===== src/rtl/uart_pkg.sv =====
// uart_pkg: shared constants and state encoding for the UART transmitter.
//   UART_N_DEF             default data bits per frame
//   UART_CLKS_PER_BIT_DEF  default clk cycles per bit (100 MHz / 115200 baud)
//   uart_state_e           FSM encoding; ST_PARITY exists only with UART_TX_PARITY_EN
package uart_pkg;

  localparam int UART_N_DEF            = 8;
  localparam int UART_CLKS_PER_BIT_DEF = 868;

  typedef enum logic [2:0] {
    ST_IDLE   = 3'd0,
    ST_START  = 3'd1,
    ST_DATA   = 3'd2,
`ifdef UART_TX_PARITY_EN
    ST_PARITY = 3'd4,
`endif
    ST_STOP   = 3'd3
  } uart_state_e;

endpackage


===== src/rtl/uart_baud_tick.sv =====
// uart_baud_tick: bit-period timer for the UART transmitter.
//   clk    system clock, rising edge
//   reset  asynchronous, active-low
//   clear  force the counter to 0 (frame accept)
//   run    count while a frame is in flight
//   tick   high on the last cycle of each bit period; counter wraps to 0 with it
module uart_baud_tick
  import uart_pkg::*;
#(
  parameter int CLKS_PER_BIT = UART_CLKS_PER_BIT_DEF
) (
  input  logic clk,
  input  logic reset,
  input  logic clear,
  input  logic run,
  output logic tick
);

  localparam int CW = $clog2(CLKS_PER_BIT);
  localparam logic [CW-1:0] LAST = CW'(CLKS_PER_BIT - 1);

  logic [CW-1:0] cnt_q, cnt_d;

  always_comb begin
    tick  = run && (cnt_q == LAST);
    cnt_d = cnt_q;
    if (clear || tick) cnt_d = '0;
    else if (run)      cnt_d = cnt_q + 1'b1;
  end

  always_ff @(posedge clk or negedge reset) begin
    if (!reset) cnt_q <= '0;
    else        cnt_q <= cnt_d;
  end

endmodule


===== src/rtl/uart_tx.sv =====
// uart_tx: 8N1-style serial transmitter (start, N data bits LSB first, stop).
//   clk     system clock, rising edge
//   reset   asynchronous, active-low
//   enable  upstream request; a byte is taken on an edge with enable=1 in IDLE
//   bus     N-bit data, latched at accept and ignored afterwards
//   busy    registered, high from accept edge to the end of the stop bit
//   tx      registered serial line, idle high
//   done    registered one-cycle pulse when the stop bit completes
// Optional feature: define UART_TX_PARITY_EN to insert an even-parity bit
// between the last data bit and the stop bit.
module uart_tx
  import uart_pkg::*;
#(
  parameter int N            = UART_N_DEF,
  parameter int CLKS_PER_BIT = UART_CLKS_PER_BIT_DEF
) (
  input  logic         clk,
  input  logic         reset,
  input  logic         enable,
  input  logic [N-1:0] bus,
  output logic         busy,
  output logic         tx,
  output logic         done
);

  localparam int BW = (N > 1) ? $clog2(N) : 1;
  localparam logic [BW-1:0] LAST_BIT = BW'(N - 1);

  uart_state_e   state_q, state_d;
  logic [N-1:0]  shift_q, shift_d;
  logic [BW-1:0] bit_cnt_q, bit_cnt_d;
  logic          tx_q, tx_d;
  logic          busy_q, busy_d;
  logic          done_q, done_d;
`ifdef UART_TX_PARITY_EN
  // Parity is taken at accept because the shift register is consumed by DATA.
  logic          par_q, par_d;
`endif

  logic accept, run, tick;

  assign accept = (state_q == ST_IDLE) && enable;
  assign run    = (state_q != ST_IDLE);

  uart_baud_tick #(.CLKS_PER_BIT(CLKS_PER_BIT)) u_baud (
    .clk   (clk),
    .reset (reset),
    .clear (accept),
    .run   (run),
    .tick  (tick)
  );

  always_comb begin
    state_d   = state_q;
    shift_d   = shift_q;
    bit_cnt_d = bit_cnt_q;
    tx_d      = tx_q;
    busy_d    = busy_q;
    done_d    = 1'b0;
`ifdef UART_TX_PARITY_EN
    par_d     = par_q;
`endif
    case (state_q)
      ST_IDLE: begin
        if (enable) begin
          state_d   = ST_START;
          shift_d   = bus;
          bit_cnt_d = '0;
          tx_d      = 1'b0;
          busy_d    = 1'b1;
`ifdef UART_TX_PARITY_EN
          par_d     = ^bus;
`endif
        end
      end
      ST_START: begin
        if (tick) begin
          state_d = ST_DATA;
          tx_d    = shift_q[0];
        end
      end
      ST_DATA: begin
        if (tick) begin
          if (bit_cnt_q == LAST_BIT) begin
`ifdef UART_TX_PARITY_EN
            state_d = ST_PARITY;
            tx_d    = par_q;
`else
            state_d = ST_STOP;
            tx_d    = 1'b1;
`endif
          end else begin
            bit_cnt_d = bit_cnt_q + 1'b1;
            shift_d   = shift_q >> 1;
            tx_d      = shift_d[0];
          end
        end
      end
`ifdef UART_TX_PARITY_EN
      ST_PARITY: begin
        if (tick) begin
          state_d = ST_STOP;
          tx_d    = 1'b1;
        end
      end
`endif
      ST_STOP: begin
        if (tick) begin
          state_d = ST_IDLE;
          tx_d    = 1'b1;
          busy_d  = 1'b0;
          done_d  = 1'b1;
        end
      end
      default: begin
        state_d = ST_IDLE;
        tx_d    = 1'b1;
        busy_d  = 1'b0;
      end
    endcase
  end

  always_ff @(posedge clk or negedge reset) begin
    if (!reset) begin
      state_q   <= ST_IDLE;
      shift_q   <= '0;
      bit_cnt_q <= '0;
      tx_q      <= 1'b1;
      busy_q    <= 1'b0;
      done_q    <= 1'b0;
`ifdef UART_TX_PARITY_EN
      par_q     <= 1'b0;
`endif
    end else begin
      state_q   <= state_d;
      shift_q   <= shift_d;
      bit_cnt_q <= bit_cnt_d;
      tx_q      <= tx_d;
      busy_q    <= busy_d;
      done_q    <= done_d;
`ifdef UART_TX_PARITY_EN
      par_q     <= par_d;
`endif
    end
  end

  assign busy = busy_q;
  assign tx   = tx_q;
  assign done = done_q;

endmodule


===== config.mk =====
export PLATFORM = sky130hd
export DESIGN_NAME = uart_tx
export DESIGN_NICKNAME = d
export VERILOG_FILES = /design/src/rtl/uart_pkg.sv /design/src/rtl/uart_baud_tick.sv /design/src/rtl/uart_tx.sv
export SDC_FILE = /design/constraint.sdc
export NUM_CORES = 1
export LEC_CHECK = 0
export ABC_CLOCK_PERIOD_IN_PS = 2100
export BUFFER_PORTS_ARGS = -buffer_cell sky130_fd_sc_hd__buf_2
export CAP_MARGIN = 20
export CORE_MARGIN = 5
export CORE_UTILIZATION = 51
export CTS_CLUSTER_SIZE = 14
export DETAILED_ROUTE_END_ITERATION = 16
export PLACE_DENSITY = 0.66
export SYNTH_ARGS = -nofsm -noshare
export SYNTH_HDL_FRONTEND = slang
export SYNTH_SLANG_ARGS = --single-unit

===== constraint.sdc =====
create_clock -name clk -period 2.1 [get_ports clk]
set_input_delay 0.42 -clock clk [delete_from_list [all_inputs] [get_ports clk]]
set_output_delay 0.42 -clock clk [all_outputs]
set_load 0.05 [all_outputs]

==> key figures, run 1 <==
GRT
  – Vias in the first global route: 1104
  – Grt ovf: 0
  – Pin count of the biggest net entering global routing: 27
  – Antenna violations before repair: 0
  – First-pass GRT wire length: 5050 um
  – Global Route Usage Sum: 0.153

Cells and area
  – Sequential cell area: 652 um2
  – Multi-input logic area: 769 um2
  – Layout cells sized above 1: 0.313
  – Final net count: 170
  – Layout overhead on the synthesized area: 10.9%
  – Fin cells: around 180
  – Number of inserted diodes: 0
  – Filler Cells Inserted: ~230

Detailed routing
  – DRT iter0 DRCs: 35
  – Routed len/inst: 15.5 um
  – Drt pass-1 iters: 4
  – Vias post-DR: 1033
  – Via density: 5.71
  – # DRC: 0
  – WL final: 2810 um
  – Antenna-violating nets left: 0

STA
  – Final Skew: 15.4 ps
  – Tmin final: 1990 ps
  – Worst-margin pin slew: 601 ps
  – Max Clk Rate: 0.503 GHz
  – Setup TNS Final: 0 ps
  – Fin crit share: 0.946
  – RSZ-0062 raised after global routing: no
  – Fin. max-slew vios: 0
  – Relative max-transition margin: 0.599
  – Final hold viol count: 0
  – Final setup fails: 0

CTS
  – CTS tree: built
  – Post-CTS Resized: 0
  – CTS Sinks: 26
  – Cts hold-fix bufs: 0
  – H-tree Lvls: 1
  – Bufs on Longest Clock Path: 2
  – Worst-path clk slew: approximately 150 ps
  – Root Buffer: clkbuf_4
  – Setup bufs post-CTS: 0
  – CTS buffer count: 3
  – Worst skew pair latency: 320 ps

Synthesis
  – Syn_nets: 149
  – Syn Std Cell Area: 1460 um2
  – Netlist cell types: 38
  – Post-synth EDFFs: 0
  – Post-synthesis sequential area ratio: 0.446
  – Yosys reg bits: 26
  – Avg Inst Size Synth: about 11 um2
  – YS warnings: 0
  – Post-Syn Instances: 130
  – Synth area leaders: dfrtp_1 (43%), mux2_4 (8.2%), ha_1 (6.8%), mux2_2 (6.2%), o21ai_0 (3.1%)
  – Top-area cell type share of the netlist area: 0.428
  – Top FF cell, synth: dfrtp_1
  – Yosys top cell by area: dfrtp_1
  – Async SR Flop Fraction: 1.00

Power and ir drop
  – Worst vdd ir: 348 uV
  – Leak: 0.689 nW
  – P per Cell Area: roughly 480 nW/um2

Placed design
  – GP Congestion: 0.811
  – Cells after DPL: 177
  – IO Port Bufs: 13
  – Final HPWL DP: roughly 2200 um

Die
  – I/O pin count: 14
  – Starting Density: 0.530
  – Site Rows: 19
  – Die footprint: 4040 um2
  – Die height: 63.6 um
  – Core area: 2760 um2
  – Die Wd: 63.6 um

Job
  – Max cap viols: 0

Critical path
  – CP Data Required Time: 2310 ps
  – Max Fanout on Critical Path: 6
  – Kind of critical path: reg -> reg
  – Critical path launch point type: flop
  – Crit path capture type: flop
  – Worst EP arrival: 2200 ps

Run status
  – Outcome: finished clean

Hold path
  – Class of the worst hold path: in -> async
[state kept, by name, indices dropped and copies added, names as in the netlist]
name	count
bit_cnt_q	3
tx	1
busy	1
u_baud.cnt_q	10
shift_q	8
done	1
state_q	2
[metal layers]
layer | track usage | wire length (um)
met2 | 0.234 | 1320
met1 | 0.219 | 1360
met3 | 0.0249 | 77
met4 | 0.0494 | 59
met5 | 0 | 0
[logic make-up after synthesis]
| logic type | share of synthesized area |
|---|---|
| flip-flops | 0.446 |
| XOR/XNOR | 0.0359 |
| multiplexers | 0.151 |
| adder cells (fa/ha/maj) | 0.0684 |
| buffers and inverters | 0.0282 |
| AO/OA/AOI/OAI | 0.0915 |
| AND/OR/NAND/NOR | 0.180 |
[power by group]
part	switching [mW]	internal [mW]
Clock	0.146	0.0742
Sequential	0.00460	0.509
Combinational	0.0172	0.0217
[Yosys cell counts (3+ instances only)]
master,n
clkbuf_1,3
dfrtp_1,25
ha_1,8
inv_1,5
mux2_2,8
mux2_4,8
nand2_1,6
nand2b_1,3
nand3_1,5
nor2_1,10
nor2b_1,3
nor3_1,4
o21ai_0,9
xnor2_1,5
[through the flow]
step	power (mW)	cell area, um2	setup slack [ps]	utilization	hold WS (ps)
3_5_place_dp	0.562	1600	149	0.579	458
6_report	0.772	1620	113	0.588	79.7
3_3_place_gp	0.559	1600	244	0.579	446
4_1_cts	0.777	1620	118	0.588	98.9
5_1_grt	0.814	1620	15.3	0.588	110
2_1_floorplan	0.539	1460	277	-	124
[worst paths after layout]
kind	slack, ps	to	from	cells after the start
worst max-delay path	110	shift_q[7]	state_q[0]	7
worst min-delay path	80	u_baud.cnt_q[3]	reset	1
worst max register to register	110	shift_q[7]	state_q[0]	7
worst min register to register	500	bit_cnt_q[0]	bit_cnt_q[0]	1
max in group asynchronous	1610	shift_q[3]	reset	1
min in group clk	390	busy	enable	3
[critical path, stage by stage, from the launching register on]
cell	delay, ps
dfrtp_1	390
inv_1	80
ha_1	220
nor4bb_1	340
nand4_1	180
o21ai_2	160
buf_4	210
mux2_4	300
[placed cells by master, fill, tap and decap left out, types with 2 or more instances in the layout]
cell type,count
xnor2_1,5
nand4_1,2
mux2_4,8
mux2_2,8
o21ai_0,9
o21ai_2,2
a21oi_1,2
clkbuf_4,3
inv_1,5
buf_4,7
nor3_1,4
ha_1,8
o2bb2ai_1,2
buf_2,13
nand2_1,6
dfrtp_1,25
nor2_1,10
nor2b_1,3
nand2b_1,3
nand3_1,5
[area by class of cell]
| class | count | share of cell area |
|---|---|---|
| multi-input cells | 95 | 0.474 |
| repair buffers | 20 | 0.0725 |
| clock buffers | 4 | 0.0162 |
| inverters | 5 | 0.0116 |
| well taps | 31 | 0.0239 |
| flip-flops and latches | 26 | 0.402 |
(Power assumes the default switching activity.)
==> run 2: changes to the inputs <==
- ABC_AREA: default -> 1
==> run 2 against run 1 <==
Against the previous run: non-clock buffer count decreased by 6; die area grew 1.8%; sequential power increased by 54%; critical path depth up 1; combinational power increased to 28 times the previous value; flip-flop and latch count unchanged; clock power rose by 15%; first-iteration DRC count increased by 60%; design area is 0.54% lower; count of clock-buffer cells in the layout unchanged; largest power group is now combinational logic; highest routed layer unchanged.
==> key figures, run 2 <==
Detailed routing
  – # DRC: 0
  – WL final: 2750 um
  – Vias post-DR: 1125
  – DRT iter0 DRCs: 56
  – Via density: 5.04
  – Drt pass-1 iters: 4
  – Routed len/inst: about 12 um
  – Antenna-violating nets left: 0

Synthesis
  – Cell with the most instances after synthesis: nand2_1
  – Post-synth EDFFs: 0
  – Netlist cell types: 30
  – Synth area leaders: dfrtp_1 (42%), nand2_1 (17%), ha_1 (6.7%), nand3_1 (5.0%), xor2_1 (2.9%)
  – Yosys reg bits: 26
  – Syn_nets: 196
  – Post-Syn Instances: 177
  – Top FF cell, synth: dfrtp_1
  – Top-area cell type share of the netlist area: 0.419
  – Post-synthesis sequential area ratio: 0.436
  – Async SR Flop Fraction: 1.00
  – Avg Inst Size Synth: 8.44 um2
  – Syn Std Cell Area: between 1000 and 1500 um2
  – YS warnings: 0
  – Post-synth top cells: nand2_1 (67), dfrtp_1 (25), nand3_1 (15), ha_1 (8), nor2_1 (8)
  – Yosys top cell by area: dfrtp_1

Cells and area
  – Final net count: 212
  – Most frequent cells in the layout: nand2_1 (67), dfrtp_1 (25), nand3_1 (15), buf_2 (13)
  – Number of flip-flops in the largest register: 10
  – Layout cells sized above 1: 0.182
  – Number of inserted diodes: 0
  – Largest registers: u_baud.cnt_q (10), shift_q (8), bit_cnt_q (3)
  – Filler Cells Inserted: 256
  – Largest Register: u_baud.cnt_q
  – Most common cell after layout, fill and taps aside: nand2_1
  – Final core occ: 0.580
  – Fin cells: 223
  – Layout overhead on the synthesized area: 8.04%

CTS
  – Cts hold-fix bufs: 0
  – H-tree Lvls: 1
  – CTS Sinks: 26
  – Bufs on Longest Clock Path: 2
  – Post-CTS Resized: 0
  – Worst skew pair latency: between 300 and 400 ps
  – CTS tree: built
  – Worst-path clk slew: 140 ps
  – Setup bufs post-CTS: 0
  – CTS buffer count: 3
  – Root Buffer: clkbuf_4

Die
  – Die height: 64.1 um
  – Core area: ~2800 um2
  – Starting Density: 0.537
  – Die footprint: between 4000 and 5000 um2
  – Site Rows: 19
  – I/O pin count: 14
  – Die Wd: approximately 64 um

GRT
  – Global Route Usage Sum: 0.152
  – First-pass GRT wire length: 5020 um
  – Vias in the first global route: about 1.1k
  – Pin count of the biggest net entering global routing: 27
  – Antenna violations before repair: 0
  – Grt ovf: 0

Critical path
  – Crit path capture type: flop
  – Max Fanout on Critical Path: 12
  – Critical path launch point type: flop
  – Kind of critical path: reg -> reg
  – CP Data Required Time: 2330 ps
  – Worst EP arrival: 2020 ps

Placed design
  – Final HPWL DP: about 2100 um
  – GP Congestion: 0.828
  – IO Port Bufs: 13
  – Cells after DPL: 219

Power and ir drop
  – Leak: 0.834 nW
  – Worst vdd ir: roughly 900 uV
  – Total Power: 2.14 mW
  – P per Cell Area: 1330 nW/um2

STA
  – Worst-margin pin slew: 571 ps
  – Fin crit share: 0.851
  – Relative max-transition margin: 0.619
  – Final setup fails: 0
  – Max Clk Rate: 0.560 GHz
  – Fin. max-slew vios: 0
  – Tmin final: approximately 1800 ps
  – Setup TNS Final: 0 ps
  – RSZ-0062 raised after global routing: no
  – Final hold viol count: 0
  – Final Skew: 4.51 ps

Job
  – Max cap viols: 0

Hold path
  – Class of the worst hold path: in -> async

Run status
  – Outcome: finished clean
run 2: cell type report:
| class | count | area (um2) | share of cell area |
|---|---|---|---|
| multi-input combinational | 136 | 767 | 0.475 |
| sequential | 26 | 652 | 0.404 |
| timing repair buffer | 14 | 72.6 | 0.0450 |
| inverter | 12 | 47.5 | 0.0295 |
| tap | 31 | 38.8 | 0.0240 |
| clock buffer | 4 | 36.3 | 0.0225 |
run 2: worst max-delay path: stages (launching register included):
cell     delay [ps]
dfrtp_1         440
inv_1            90
ha_1            290
inv_2           210
nor2_8           70
o21ai_4         300
nand2_4         150
nand2_1          90
nand2_1          50
run 2: logic make-up after synthesis:
| family | share of synthesized area |
|---|---|
| AOI/OAI and AO/OA | 0.0662 |
| buffers and inverters | 0.0502 |
| and+or+nand+nor | 0.333 |
| adders and majority gates | 0.0670 |
| xor gates and xnor gates | 0.0469 |
| DFF | 0.436 |
run 2: per-layer routing:
layer / global-route usage / vias to the layer above / share of wire
met5: 0 / - / 0
met4: 0.0560 / 0 / 0.016
met3: 0.0333 / 5 / 0.047
met2: 0.232 / 25 / 0.45
met1: 0.212 / 499 / 0.49
li1: - / 596 / -
run 2: report_power, final:
| group | switching, mW | internal [mW] | total (mW) |
|---|---|---|---|
| logic | 0.738 | 0.358 | 1.10 |
| registers | 0.118 | 0.673 | 0.791 |
| clock network | 0.148 | 0.106 | 0.254 |
| total | 1.00 | 1.14 | 2.14 |
run 2: worst paths after layout:
kind | from | cells after the start | end | slack [ps]
hold / removal | reset | 1 | u_baud.cnt_q[2] | 70
setup / recovery | state_q[0] | 8 | bit_cnt_q[2] | 310
min in group clk | enable | 3 | busy | 410
hold reg to reg | busy | 2 | busy | 480
max in group asynchronous | reset | 1 | tx | 1660
setup reg to reg | state_q[0] | 8 | bit_cnt_q[2] | 310
run 2: metrics by stage:
step,hold slack (ps),area [um2],setup slack [ps]
global route,113,1610,91.3
CTS,78.6,1610,309
finish,71.3,1610,314
detailed placement,454,1580,339
global placement,441,1580,400
floorplan,124,1490,549
==> run 3: changes to the inputs <==
- CORE_ASPECT_RATIO: default -> 0.75
==> run 3 against run 2 <==
Against the previous run: combinational power about the same; final cell count up 3.1%; critical path depth unchanged; design area up 1.1%; wire length up 2.4%; non-clock buffer count unchanged; flip-flop and latch count unchanged; critical path type unchanged.
==> key figures, run 3 (synthesis results as in run 2) <==
Run status
  – Outcome: finished clean

GRT
  – Grt ovf: 0
  – Pin count of the biggest net entering global routing: 27
  – Antenna violations before repair: 0
  – Global Route Usage Sum: 0.160
  – First-pass GRT wire length: 5090 um
  – Vias in the first global route: 1092

Detailed routing
  – # DRC: 0
  – Drt pass-1 iters: 4
  – Vias post-DR: ~1.2k
  – DRT iter0 DRCs: 95
  – Via density: 5.00
  – WL final: 2820 um
  – Routed len/inst: approximately 12 um
  – Antenna-violating nets left: 0

CTS
  – Worst skew pair latency: 280 ps
  – CTS Sinks: 26
  – CTS tree: built
  – Setup bufs post-CTS: 0
  – CTS buffer count: 3
  – H-tree Lvls: 1
  – Cts hold-fix bufs: 0
  – Root Buffer: clkbuf_8
  – Worst-path clk slew: around 90 ps
  – Post-CTS Resized: 0
  – Bufs on Longest Clock Path: 2

STA
  – Final hold viol count: 0
  – Fin crit share: 0.859
  – Fin. max-slew vios: 0
  – Max Clk Rate: 0.555 GHz
  – RSZ-0062 raised after global routing: no
  – Tmin final: 1800 ps
  – Final setup fails: 0
  – Worst-margin pin slew: 554 ps
  – Relative max-transition margin: 0.630
  – Hold_ws: approximately 120 ps
  – Setup TNS Final: 0 ps
  – Final Skew: 2.50 ps

Placed design
  – Placed instance area: roughly 1600 um2
  – GP Congestion: around 0.85
  – Final HPWL DP: approximately 2200 um
  – IO Port Bufs: 13

Die
  – Site Rows: 17
  – I/O pin count: 14
  – Starting Density: 0.520
  – Die footprint: between 4000 and 5000 um2
  – Core area: 2870 um2
  – Die height: 56.9 um
  – Die Wd: 72.5 um

Critical path
  – R2r worst-path depth: 8
  – Max stage delay cell, worst path: dfrtp_1
  – Worst Path Buf+Inv: 2
  – Crit path capture type: flop
  – Worst EP arrival: 1970 ps
  – Max Fanout on Critical Path: 12
  – Kind of critical path: reg -> reg
  – CP Data Required Time: 2270 ps
  – CP cell instances: inv_1 > ha_1 > inv_2 > nor2_8 > o21ai_4 > nand2_4 > nand2_1 > nand2_1
  – Reg2Reg Setup Slack: 300 ps
  – Delay-heaviest family, CP: flip-flops
  – Most used cell along the critical path: nand2_1
  – Critical path launch point type: flop
  – RR Startpoint: state_q[0]
  – Reg-to-Reg End: shift_q[7]
  – Worst path max stage delay: 430 ps

Cells and area
  – Final core occ: 0.568
  – Layout cells sized above 1: 0.177
  – Largest Register: u_baud.cnt_q
  – Largest registers: u_baud.cnt_q (10), shift_q (8), bit_cnt_q (3)
  – Number of inserted diodes: 0
  – Most common cell after layout, fill and taps aside: nand2_1
  – Design area: 1630 um2
  – Filler Cells Inserted: ~290
  – Most frequent cells in the layout: nand2_1 (67), dfrtp_1 (25), nand3_1 (15), buf_2 (13)
  – Final net count: 212
  – Layout overhead on the synthesized area: 9.21%
  – Number of flip-flops in the largest register: 10

Hold path
  – Class of the worst hold path: in -> async

Power and ir drop
  – Worst vdd ir: 709 uV
  – Total Power: 2.19 mW
  – P per Cell Area: 1340 nW/um2
  – Leak: approximately 0.84 nW

Job
  – Max cap viols: 0
run 3: cell types whose count changed in the layout (fill, tap and decap cells not counted):
cell,previous run,this run
clkbuf_8,1,3
clkbuf_4,3,0
clkbuf_1,0,1
run 3: stage by stage:
step | std cells | setup slack, ps
finish | 230 | 297
global route | 230 | 126
CTS | 230 | 296
detailed placement | 226 | 311
global placement | 226 | 367
floorplan | 177 | 549
run 3: layout make-up:
cell class                      instances  area (um2)  share of cell area
Tap cell                               38        47.5              0.0291
Inverter                               12        47.5              0.0291
Sequential cell                        26         652               0.400
Clock buffer                            4        45.0              0.0276
Multi-Input combinational cell        136         767               0.470
Timing Repair Buffer                   14        72.6              0.0445
run 3: worst max path at each step:
stage	from	endpoint	slack, ps	cells after the start
finish	state_q[0]	shift_q[7]	300	8
global route	state_q[1]	bit_cnt_q[1]	130	8
CTS	state_q[0]	shift_q[7]	300	8
detailed placement	state_q[0]	bit_cnt_q[0]	310	8
global placement	state_q[0]	shift_q[7]	370	8
floorplan	state_q[0]	bit_cnt_q[0]	550	8
run 3: report_power, final:
| part | internal (mW) | switching [mW] |
|---|---|---|
| combinational | 0.357 | 0.738 |
| clock | 0.136 | 0.157 |
| sequential | 0.674 | 0.127 |
run 3: routing by layer:
layer,wire length (um),global-route usage,part of all wire
met5,0,0,0
met4,54,0.0632,0.019
met3,99,0.0483,0.035
met2,1200,0.227,0.42
met1,1470,0.226,0.52
